`src/rtl/npc_inst_seq_ctrl_if.sv`:
```
// Instruction-memory fetch interface for the NPC sequencer.
// Request channel: imem_req_valid / imem_req_ready handshake carrying imem_addr.
// Response channel: imem_rsp_valid qualifies imem_rsp_data and has no backpressure.
// master: the sequencer (drives the request, receives the response).
// slave : the instruction memory.
interface npc_inst_seq_ctrl_if;
  logic        imem_req_valid;
  logic        imem_req_ready;
  logic [63:0] imem_addr;
  logic        imem_rsp_valid;
  logic [31:0] imem_rsp_data;

  modport master (
    output imem_req_valid,
    output imem_addr,
    input  imem_req_ready,
    input  imem_rsp_valid,
    input  imem_rsp_data
  );

  modport slave (
    input  imem_req_valid,
    input  imem_addr,
    output imem_req_ready,
    output imem_rsp_valid,
    output imem_rsp_data
  );
endinterface

```
`src/rtl/npc_inst_seq_ctrl.sv`:
```
// Multi-cycle instruction sequencer for the NPC core.
// Fetches one instruction at a time over the imem interface, holds it on
// inst for the decoder, then steps DECODE -> EXEC -> WB from the decoder's
// class flags. Owns the PC and halts on ebreak, illegal opcode or fetch timeout.
// Ports:
//   clk, rst_n         clock, synchronous active-low reset
//   imem               fetch interface (master side)
//   inst               latched instruction to the decoder
//   is_addi, is_ebreak decoder class flags
//   ex_en, rf_wen      execute enable, register-file write enable
//   pc                 current PC (also drives imem_addr)
//   retire             one-cycle pulse per retired instruction
//   halt, halt_code    sticky halt and its cause (1 ebreak, 2 illegal, 3 timeout)
//   retire_cnt         retired-instruction counter
module npc_inst_seq_ctrl #(
  parameter logic [63:0] RESET_PC = 64'h8000_0000,
  parameter int unsigned TIMEOUT  = 16
) (
  input  logic                       clk,
  input  logic                       rst_n,
  npc_inst_seq_ctrl_if.master        imem,
  output logic [31:0]                inst,
  input  logic                       is_addi,
  input  logic                       is_ebreak,
  output logic                       ex_en,
  output logic                       rf_wen,
  output logic [63:0]                pc,
  output logic                       retire,
  output logic                       halt,
  output logic [1:0]                 halt_code,
  output logic [63:0]                retire_cnt
);

  typedef enum logic [2:0] {
    S_RESET,
    S_FETCH,
    S_WAIT_RSP,
    S_DECODE,
    S_EXEC,
    S_WB,
    S_HALT
  } state_t;

  // Last counter value before the timeout fires: after TIMEOUT response-less
  // WAIT_RSP cycles the FSM halts.
  localparam logic [15:0] TMO_LAST = 16'(TIMEOUT - 1);

  state_t      state;
  logic        req_valid;
  logic [15:0] tmo_cnt;

  assign imem.imem_req_valid = req_valid;
  assign imem.imem_addr      = pc;

  // Strobes are registered: each is set on the edge entering the state that
  // owns it and cleared by default otherwise.
  always_ff @(posedge clk) begin
    if (!rst_n) begin
      state      <= S_RESET;
      pc         <= RESET_PC;
      inst       <= '0;
      retire_cnt <= '0;
      halt       <= 1'b0;
      halt_code  <= 2'd0;
      req_valid  <= 1'b0;
      ex_en      <= 1'b0;
      rf_wen     <= 1'b0;
      retire     <= 1'b0;
      tmo_cnt    <= '0;
    end else begin
      req_valid <= 1'b0;
      ex_en     <= 1'b0;
      rf_wen    <= 1'b0;
      retire    <= 1'b0;
      case (state)
        S_RESET: begin
          state     <= S_FETCH;
          req_valid <= 1'b1;
        end
        S_FETCH: begin
          if (imem.imem_req_ready) begin
            state <= S_WAIT_RSP;
          end else begin
            req_valid <= 1'b1;
          end
        end
        S_WAIT_RSP: begin
          // Response is checked first so it wins over a coincident timeout.
          if (imem.imem_rsp_valid) begin
            inst    <= imem.imem_rsp_data;
            tmo_cnt <= '0;
            state   <= S_DECODE;
          end else if (tmo_cnt == TMO_LAST) begin
            tmo_cnt   <= '0;
            halt      <= 1'b1;
            halt_code <= 2'd3;
            state     <= S_HALT;
          end else begin
            tmo_cnt <= tmo_cnt + 16'd1;
          end
        end
        S_DECODE: begin
          if (is_ebreak) begin
            // ebreak retires but does not advance the PC.
            halt       <= 1'b1;
            halt_code  <= 2'd1;
            retire     <= 1'b1;
            retire_cnt <= retire_cnt + 64'd1;
            state      <= S_HALT;
          end else if (is_addi) begin
            ex_en <= 1'b1;
            state <= S_EXEC;
          end else begin
            halt      <= 1'b1;
            halt_code <= 2'd2;
            state     <= S_HALT;
          end
        end
        S_EXEC: begin
          rf_wen     <= 1'b1;
          retire     <= 1'b1;
          retire_cnt <= retire_cnt + 64'd1;
          state      <= S_WB;
        end
        S_WB: begin
          pc        <= pc + 64'd4;
          req_valid <= 1'b1;
          state     <= S_FETCH;
        end
        S_HALT: begin
          state <= S_HALT;
        end
        default: begin
          state <= S_RESET;
        end
      endcase
    end
  end

endmodule

```
`src/flat_wrapper.sv`:
```
// flat-port wrapper written by rule: the top's interface ports become plain ports
module npc_inst_seq_ctrl_flat 
#(
  parameter logic [63:0] RESET_PC = 64'h8000_0000,
  parameter int unsigned TIMEOUT  = 16
)
  (clk, rst_n, inst, is_addi, is_ebreak, ex_en, rf_wen, pc, retire, halt, halt_code, retire_cnt, imem_imem_req_valid, imem_imem_addr, imem_imem_req_ready, imem_imem_rsp_valid, imem_imem_rsp_data);
  npc_inst_seq_ctrl_if imem_i ();
  input  logic clk;
  input  logic rst_n;
  output logic [31:0] inst;
  input  logic is_addi;
  input  logic is_ebreak;
  output logic ex_en;
  output logic rf_wen;
  output logic [63:0] pc;
  output logic retire;
  output logic halt;
  output logic [1:0] halt_code;
  output logic [63:0] retire_cnt;
  output wire logic [$bits(imem_i.imem_req_valid)-1:0] imem_imem_req_valid;
  output wire logic [$bits(imem_i.imem_addr)-1:0] imem_imem_addr;
  input wire logic [$bits(imem_i.imem_req_ready)-1:0] imem_imem_req_ready;
  input wire logic [$bits(imem_i.imem_rsp_valid)-1:0] imem_imem_rsp_valid;
  input wire logic [$bits(imem_i.imem_rsp_data)-1:0] imem_imem_rsp_data;
  assign imem_imem_req_valid = imem_i.imem_req_valid;
  assign imem_imem_addr = imem_i.imem_addr;
  assign imem_i.imem_req_ready = imem_imem_req_ready;
  assign imem_i.imem_rsp_valid = imem_imem_rsp_valid;
  assign imem_i.imem_rsp_data = imem_imem_rsp_data;
  npc_inst_seq_ctrl #(.RESET_PC(RESET_PC), .TIMEOUT(TIMEOUT)) u_core (.clk(clk), .rst_n(rst_n), .imem(imem_i), .inst(inst), .is_addi(is_addi), .is_ebreak(is_ebreak), .ex_en(ex_en), .rf_wen(rf_wen), .pc(pc), .retire(retire), .halt(halt), .halt_code(halt_code), .retire_cnt(retire_cnt));
endmodule
```
`config.mk`:
```
export PLATFORM = sky130hd
export DESIGN_NAME = npc_inst_seq_ctrl_flat
export DESIGN_NICKNAME = d
export VERILOG_FILES = /design/src/rtl/npc_inst_seq_ctrl_if.sv /design/src/rtl/npc_inst_seq_ctrl.sv /design/src/flat_wrapper.sv
export SDC_FILE = /design/constraint.sdc
export NUM_CORES = 1
export LEC_CHECK = 0
export ABC_CLOCK_PERIOD_IN_PS = 3200
export BUFFER_PORTS_ARGS = -buffer_cell sky130_fd_sc_hd__buf_2
export CAP_MARGIN = 30
export CORE_AREA = 2 2 176 178
export CTS_CLUSTER_DIAMETER = 120
export DETAILED_ROUTE_END_ITERATION = 8
export DIE_AREA = 0 0 178 180
export PLACE_DENSITY = 0.6
export SLEW_MARGIN = 15
export SYNTH_ARGS = -nofsm -noshare
export SYNTH_HDL_FRONTEND = slang
export SYNTH_SLANG_ARGS = --single-unit
```
`constraint.sdc`:
```
create_clock -name clk -period 3.2 [get_ports clk]
set_input_delay 0.48 -clock clk [delete_from_list [all_inputs] [get_ports clk]]
set_output_delay 0.48 -clock clk [all_outputs]
set_load 0.01 [all_outputs]
```
Word level (Yosys, flattened, before mapping)
Index checks and enable logic that the tools add are counted.

cells by class
  add/sub/neg operators = 3
  multipliers = 0
  divide/modulo/power cells = 0
  order comparisons = 0
  equal/unequal tests = 13
  shifts and indexed selects = 0
  multiplexer cells = 26
  bitwise gates (word level) = 2
  reductions and logical operators = 9

operators with widths
  cell                     count
  $pmux W64 S2             1
  $add A64 B1 Y64 const B  1
  $add A64 B3 Y64 const B  1
  $mux W64                 1
  $mux W16                 2
  $pmux W3 S6              1
  $add A16 B1 Y16 const B  1
  $eq A16 B4 Y1 const B    1
  $mux W3                  4
  $mux W2                  5
  $eq A3 B3 Y1 const B     3
  $mux W1                  8
  $eq A3 B2 Y1 const B     2
  $ne A2 B2 Y1 const B     3
  $pmux W1 S2              3
  $reduce_and A2 Y1        3
  $pmux W2 S2              1
  $reduce_and A4 Y1        1
  $reduce_bool A2 Y1       2
  $eq A3 B1 Y1 const B     1
  $logic_not A3 Y1         1
  $ne A3 B2 Y1 const B     1
  $ne A3 B3 Y1 const B     1
  $reduce_or A3 Y1         1
  other kinds (3)          4

word-level totals
  register bits = 186
  bits in latches = 0
  memory bits (writable) = 0
  bits in read-only memories = 0
  input port bits = 38
  output and inout bits = 231
  logic and storage cells = 64
  memories = 0

Depth between registers and ports, before layout
Gate-level depths: netlist (run 1).

  word-level depth = 4
  depth in mapped cells = 7
  gate-level depth less buffers = 6

Least setup slack after synthesis (run 1)
No wires, ideal clock.

  path type = reg-to-reg
  start point = register u_core.pc[20] (netlist: u_core.imem.imem_addr[20])
  end point = register u_core.pc[55] (netlist: u_core.imem.imem_addr[55])
  library setup time = 70 ps
  data arrival time = 2024 ps
  required time = 3130 ps
  slack = 1106 ps
  cell stages (with the launch flop) = 7
  cells stage by stage = dfxtp_1 -> nand3_1 -> nor4_2 -> nand4_1 -> buf_2 -> or3_1 -> a21oi_1

between the ends
  word-level cells in the longest chain between the ends = 1

RTL lines
  element                   RTL line                  text
  start: declaration        npc_inst_seq_ctrl.sv:27   output logic [63:0] pc,
  start signal: assignment  npc_inst_seq_ctrl.sv:126  pc <= pc + 64'd4;
  $add A64 B3 Y64           npc_inst_seq_ctrl.sv:126

Every way passes these cells.
A chain may end at the register's enable or synchronous reset.

Worst setup path in the final report (run 1)
  start point = register u_core.state[2]
  end point = register u_core.retire_cnt[34]

between the ends
  word-level cells in the longest chain between the ends = 3

RTL lines
  element                                                              RTL line                  text
  start: declaration                                                   npc_inst_seq_ctrl.sv:48   state_t state;
  start signal: assignment                                             npc_inst_seq_ctrl.sv:59   state <= S_RESET;
  start signal: assignment                                             npc_inst_seq_ctrl.sv:77   state <= S_FETCH;
  start signal: assignment                                             npc_inst_seq_ctrl.sv:82   state <= S_WAIT_RSP;
  $eq A3 B2 Y1 / $eq A3 B3 Y1 (equally long branches)                  npc_inst_seq_ctrl.sv:75   case (state)
  $ne A2 B2 Y1 (no line) / $reduce_bool A2 Y1 (equally long branches)  n/a
  $reduce_and A2 Y1 (no line)                                          n/a
  end signal: assignment                                               npc_inst_seq_ctrl.sv:108  retire_cnt <= retire_cnt + 64'd1;
  end signal: assignment                                               npc_inst_seq_ctrl.sv:122  retire_cnt <= retire_cnt + 64'd1;
  end: declaration                                                     npc_inst_seq_ctrl.sv:31   output logic [63:0] retire_cnt

Several ways; a longest one is shown, not always the timed one.

==> results of run 1 <==
[area by class of cell]
cell class	instances	area (sq um)	area share (%)
multi-input combinational	787	4480	41.3
sequential	184	3680	34.0
antenna	3	7.51	0.0693
tap	396	495	4.57
clock buffer	17	425	3.92
clock inverter	15	176	1.63
timing repair buffer	283	1480	13.6
inverter	24	92.6	0.854
[synth_stat cells (26+ instances only)]
library cell,number
dfxtp_1,184
nand2_1,138
a21oi_1,110
nor2_1,81
buf_4,66
o21ai_0,62
nand4_1,56
nand3_1,54
or3_1,47
clkbuf_1,36
xnor2_1,28
xor2_1,26
[per-stage QoR]
stage          total power [W]  std cells  cell area, sq um  util (%)
5_1_grt                0.00490       1706             10800      35.9
3_3_place_gp           0.00260       1674             10200      33.9
3_5_place_dp           0.00260       1674             10200      33.9
6_report               0.00472       1709             10800      35.9
4_1_cts                0.00479       1706             10800      35.9
2_1_floorplan          0.00252       1104              8920         -
[worst min-delay path, delay by kind of cell]
kind,cells,cell delay [ns]
AOI/OAI and AO/OA,1,0.05
and+or+nand+nor,1,0.04
buffers and inverters,1,0.09
[report_power, final]
| group | leakage, nW | switching, W | internal (W) |
|---|---|---|---|
| clock | 0.297 | 0.00105 | 0.00112 |
| sequential | 1.48 | 0.0000261 | 0.00231 |
| combinational | 2.51 | 0.000134 | 0.0000719 |
[per-layer routing]
layer	track usage [%]	vias to the layer above	share of wire, %
met1	19.6	4024	45
li1	-	4278	-
met4	5.64	0	2.0
met5	0	-	0
met2	25.0	237	47
met3	4.40	34	6.4
[sequential cells by signal (all words and copies together), names as in the netlist]
name and cells:
u_core.ex_en 1, u_core.halt 1, u_core.halt_code 2, u_core.imem.imem_addr 62, u_core.imem.imem_req_valid 1, u_core.inst 32
u_core.retire 1, u_core.retire_cnt 64, u_core.rf_wen 1, u_core.state 3, u_core.tmo_cnt 16
[cells by family after synthesis]
group | Yosys count | share of synthesized area [%]
compound gates | 209 | 13.2
xor+xnor | 54 | 5.31
fa+ha+maj | 3 | 0.422
buf+inv | 133 | 8.47
flops | 184 | 41.4
mux | 5 | 0.562
other cells | 1 | 0.0421
simple gates | 512 | 30.7
[final timing paths]
path,from,end,slack [ns],depth (start not counted)
worst max-delay path,u_core.state[2]$_SDFFE_PN0P_,u_core.retire_cnt[34]$_SDFFE_PN0P_,0.53,5
worst min-delay path,imem_imem_rsp_data[29],u_core.inst[29]$_SDFFE_PN0P_,0.26,3
worst max register to register,u_core.state[2]$_SDFFE_PN0P_,u_core.retire_cnt[34]$_SDFFE_PN0P_,0.53,5
worst min register to register,u_core.inst[10]$_SDFFE_PN0P_,u_core.inst[10]$_SDFFE_PN0P_,0.45,2
==> results.toml, run 1 <==
[floorplanning]
dieWidth_um = 178
ios = 269
num_rows = 64
floorplan.initialDensity_pct = 29.5
fp.coreArea_sq_um = 30200
die_h_um = 180
die_area_sq_um = 32000

[worst_hold_path]
hp-class = "in2reg"

[clock_tree]
clock_path_buffers = 2
cts_tree = "yes"
cts_buffers = 17
holdBufCountCts = 0
path_clk_slew_ns = 0.08
cts.sinks = 184
cts_max_level = 4
insertion_delay_ns = 0.44
postCtsSetupRepairBufs = 0
root_buffer = "clkbuf_16"
cts_resized = 0

[timing]
finalSetupTns_ns = 0
max_clock_freq_mhz = 375
fin_crit_ns = 2.67
holdWs_ns = 0.263
worst_slack_ns = 0.533
clock_skew_ns = 0.0131
min_period_over_period_pct = 83.4
worstMarginPinSlew_ns = 0.723
hold_viol = 0
rsz0062_at_grt = "false"
slew_viol_final = 0
relSlewSlack_pct = 51.3
setup_viol = 0

[synth]
yosys_warnings = 0
yosys-top-cells-area = "dfxtp_1, a21oi_1, nand2_1"
synth_area_per_cell_sq_um = 8.09
synth-async-reset-ratio_pct = 0
synthFlopType = "dfxtp_1"
synth_area_sq_um = 8910
yosysUniqueCellTypes = 56
synth_edf_count = 0
synth_top_cell_area_share_pct = 41.4
seq_area_frac_synth_pct = 41.4
syn_inst = 1101
synth_area_leader_cell = "dfxtp_1"
ys_ff_latch = 184

[critical_path]
path_class = "reg2reg"
cp-start-kind = "flip-flop"
critPathTopFamily = "simple AND/OR/NAND/NOR gates"
crit_arrival_ns = 3.03
worst-path-buf-inv = 0
critPathMaxFanout = 12
cpPeakStageDelay_ns = 0.59
cp.required_ns = 3.56
crit_chain = "or3b_1 > a21oi_4 > nand3_1 > or4_1 > a21oi_1"
endpoint_kind = "flip-flop"
slowest_stage = "or3b_1"

[route]
viasPerCell = 5.02
via_count = 8573
drt_iter0_drc = 500
drtPass1Iterations = 5
wire_per_inst_um = 14.8
drc = 0
drtAntennaViolNets = 0
wirelength_um = 25400

[global_routing]
grt_max_degree = 101
antenna_found_initial = 2
overflow = 0
grt_first_pass_wirelength_um = 40400
track_usage_pct = 15.5
grt_pass1_vias = 7714

[final_layout]
final_cell_mix = "buf_2, dfxtp_1, nand2_1"
area_growth_pct = 21.7
fillerInstances = 3198
drive_above_1_share_pct = 25.9
final_common_cell = "buf_2"
nNetsFinal = 1338

[power_and_ir_drop]
leakagePower_nw = 4.29
power.density_nw_per_um2 = 435
ir_drop_mv = 0.337

[run]
cap_viol_max_count = 0

[placed_design]
hpwlAfterDp_um = 18500
port_buffers = 264
gp_congestion = 0.812
pre_cts_ws_ns = 0.569

[outcome]
outcome = "complete, no violations"
(Power assumes the default switching activity.)
==> run 2: changes to the inputs <==
Settings changed: ABC_AREA from default to 1, ABC_CLOCK_PERIOD_IN_PS 3200 to 2700, CORE_AREA 2 2 176 178 to 2 2 190 192, DIE_AREA 0 0 178 180 to 0 0 192 194, PLACE_DENSITY 0.6 to 0.59.
Clock period 3.2 ns to 2.7 ns, I/O delays scaled along.
==> run 2 against run 1 <==
Against the previous run: non-clock buffer count is 12 lower; register-to-register slack improved by 0.15 ns; synthesized area is 17% higher; sequential share of layout area shrank 4.2 points; maximum frequency up 32%; via count increased by 27%; combinational power increased to 4.1 times the previous value; synthesized cell count up 50%; cell count increased by 36%; largest power group unchanged.
==> results.toml, run 2 <==
[outcome]
outcome = "complete, no violations"

[power_and_ir_drop]
sequentialPowerShare_pct = 46.9
leakagePower_nw = 5.34
p_switching_w = 0.00188
p_int_w = 0.00449
p_sw_share_pct = 29.5
pwr-share-clk_pct = 39.7
ir_drop_mv = 0.459
combPwrFrac_pct = 13.4
power.density_nw_per_um2 = 515

[timing]
finalSetupTns_ns = 0
setup_viol = 0
relSlewSlack_pct = 48.5
slew_viol_final = 0
min_period_over_period_pct = 74.9
clock_skew_ns = 0.0130
rsz0062_at_grt = "false"
worstMarginPinSlew_ns = 0.772
max_clock_freq_mhz = 495
hold_viol = 0
fin_crit_ns = 2.02

[synth]
synth_top_cell_area_share_pct = 35.3
synth_area_leader_cell = "dfxtp_1"
yosys-top-cells-area = "dfxtp_1, nand2_1, nor2_1"
ys_ff_latch = 184
yosys_warnings = 0
synth_area_per_cell_sq_um = 6.30
synth-async-reset-ratio_pct = 0
yosysUniqueCellTypes = 46
syn_inst = 1654
synth_area_sq_um = 10400
synthFlopType = "dfxtp_1"
yosysMostFrequentCell = "nand2_1"
seq_area_frac_synth_pct = 35.3
netlist_top_cells_count = "nand2_1, nor2_1, inv_1"
synth_edf_count = 0

[critical_path]
crit_chain = "ha_1 > nand4_1 > nor2_2 > nand3_1 > nor2_1 > nand2_1 > nand2_1 > nand2_1 > nor2_1"
ff2ff_setup_slack_ns = 0.68
cpPeakStageDelay_ns = 0.53
cp-start-kind = "flip-flop"
critPathMaxFanout = 7
slowest_stage = "dfxtp_1"
path_class = "reg2reg"
crit_start = "u_core.imem.imem_addr[2]$_SDFFE_PN0N_"
crit_top_cell = "nand2_1"
endpoint_kind = "flip-flop"
r2r_cells = 9
cp.required_ns = 3.07
r2r-start = "u_core.imem.imem_addr[2]$_SDFFE_PN0N_"
critPathTopFamily = "simple AND/OR/NAND/NOR gates"
r2r-end = "u_core.imem.imem_addr[50]$_SDFFE_PN0N_"
worst-path-buf-inv = 0
crit_arrival_ns = 2.39

[clock_tree]
insertion_delay_ns = 0.45
cts_max_level = 4
holdBufCountCts = 0
path_clk_slew_ns = 0.08
cts.sinks = 184
clock_path_buffers = 2
cts_buffers = 17
cts_tree = "yes"
root_buffer = "clkbuf_16"
postCtsSetupRepairBufs = 0
cts_resized = 0

[route]
drt_iter0_drc = 777
viasPerCell = 4.69
drc = 0
wirelength_um = 33500
drtPass1Iterations = 6
via_count = 10900
drtAntennaViolNets = 0
wire_per_inst_um = 14.4

[placed_design]
hpwlAfterDp_um = 26100
place_inst = 2291
port_buffers = 264
gp_congestion = 0.953

[worst_hold_path]
whs_endpoint = "u_core.ex_en$_SDFF_PP0_"
hp-class = "in2reg"
hold_path_startpoint = "is_ebreak"
holdPathStages = 2

[floorplanning]
dieWidth_um = 192
fp.coreArea_sq_um = 35200
floorplan.initialDensity_pct = 29.6
ios = 269
die_area_sq_um = 37200
die_h_um = 194
num_rows = 69

[final_layout]
final_common_cell = "nand2_1"
diodes = 0
area_growth_pct = 18.5
final_cell_mix = "nand2_1, nor2_1, buf_2"
finalNonFillerCells = 2324
largest_register = "u_core.retire_cnt"
nNetsFinal = 1891
largest_reg_flops = 64
drive_above_1_share_pct = 18.8

[run]
cap_viol_max_count = 0

[global_routing]
grt_pass1_vias = 9940
track_usage_pct = 17.9
grt_max_degree = 73
antenna_found_initial = 0
overflow = 0
grt_first_pass_wirelength_um = 52700
[run 2: power by group through the flow]
stage	logic, W	registers, W	clock network (W)
6_report	0.000854	0.00299	0.00253
5_1_grt	0.000962	0.00301	0.00273
4_1_cts	0.000851	0.00299	0.00262
3_5_place_dp	0.000849	0.00305	0
3_3_place_gp	0.000841	0.00304	0
2_1_floorplan	0.000550	0.00308	0
[run 2: kinds of logic after synthesis]
kind of cell / count (synthesis) / share of synthesized area (%)
other: 1 / 0.0360
flip-flops: 184 / 35.3
AO/OA/AOI/OAI: 160 / 8.09
adder cells (fa/ha/maj): 3 / 0.360
buffers and inverters: 287 / 13.0
AND/OR/NAND/NOR: 998 / 41.4
XOR/XNOR: 21 / 1.76
[run 2: layer usage]
metal	vias up	share of wire, %	track usage (%)
li1	5556	-	-
met1	4924	44	23.1
met2	387	46	29.5
met3	43	7.3	3.76
met4	0	2.5	5.85
met5	-	0	0
[run 2: stage by stage]
step	hold WS (ns)	utilization, %	worst slack (ns)	power [W]	instance area, sq um
finish	0.197	35.1	0.678	0.00637	12400
global route	0.171	35.1	0.460	0.00670	12400
CTS	0.174	35.0	0.635	0.00646	12300
detailed placement	0.436	33.4	0.660	0.00390	11800
global placement	0.436	33.4	0.687	0.00388	11800
floorplan	0.445	-	1.04	0.00363	10400
[run 2: worst max path at each step]
stage	endpoint	slack [ns]	depth (start not counted)
after global routing	u_core.imem.imem_addr[50]$_SDFFE_PN0N_	0.46	9
after global placement	u_core.imem.imem_addr[48]$_SDFFE_PN0N_	0.69	8
after floorplan	u_core.retire_cnt[36]$_SDFFE_PN0P_	1.04	10
after detailed placement	u_core.inst[0]$_SDFFE_PN0P_	0.66	7
after CTS	u_core.inst[0]$_SDFFE_PN0P_	0.64	7
final	u_core.imem.imem_addr[50]$_SDFFE_PN0N_	0.68	9
[run 2: area by class of cell]
type / instances / area (sq um)
fill: 3896 / 22900
multi-input combinational: 1186 / 5400
sequential: 184 / 3680
timing repair buffer: 271 / 1410
inverter: 190 / 716
tap: 461 / 577
clock buffer: 19 / 443
clock inverter: 13 / 138
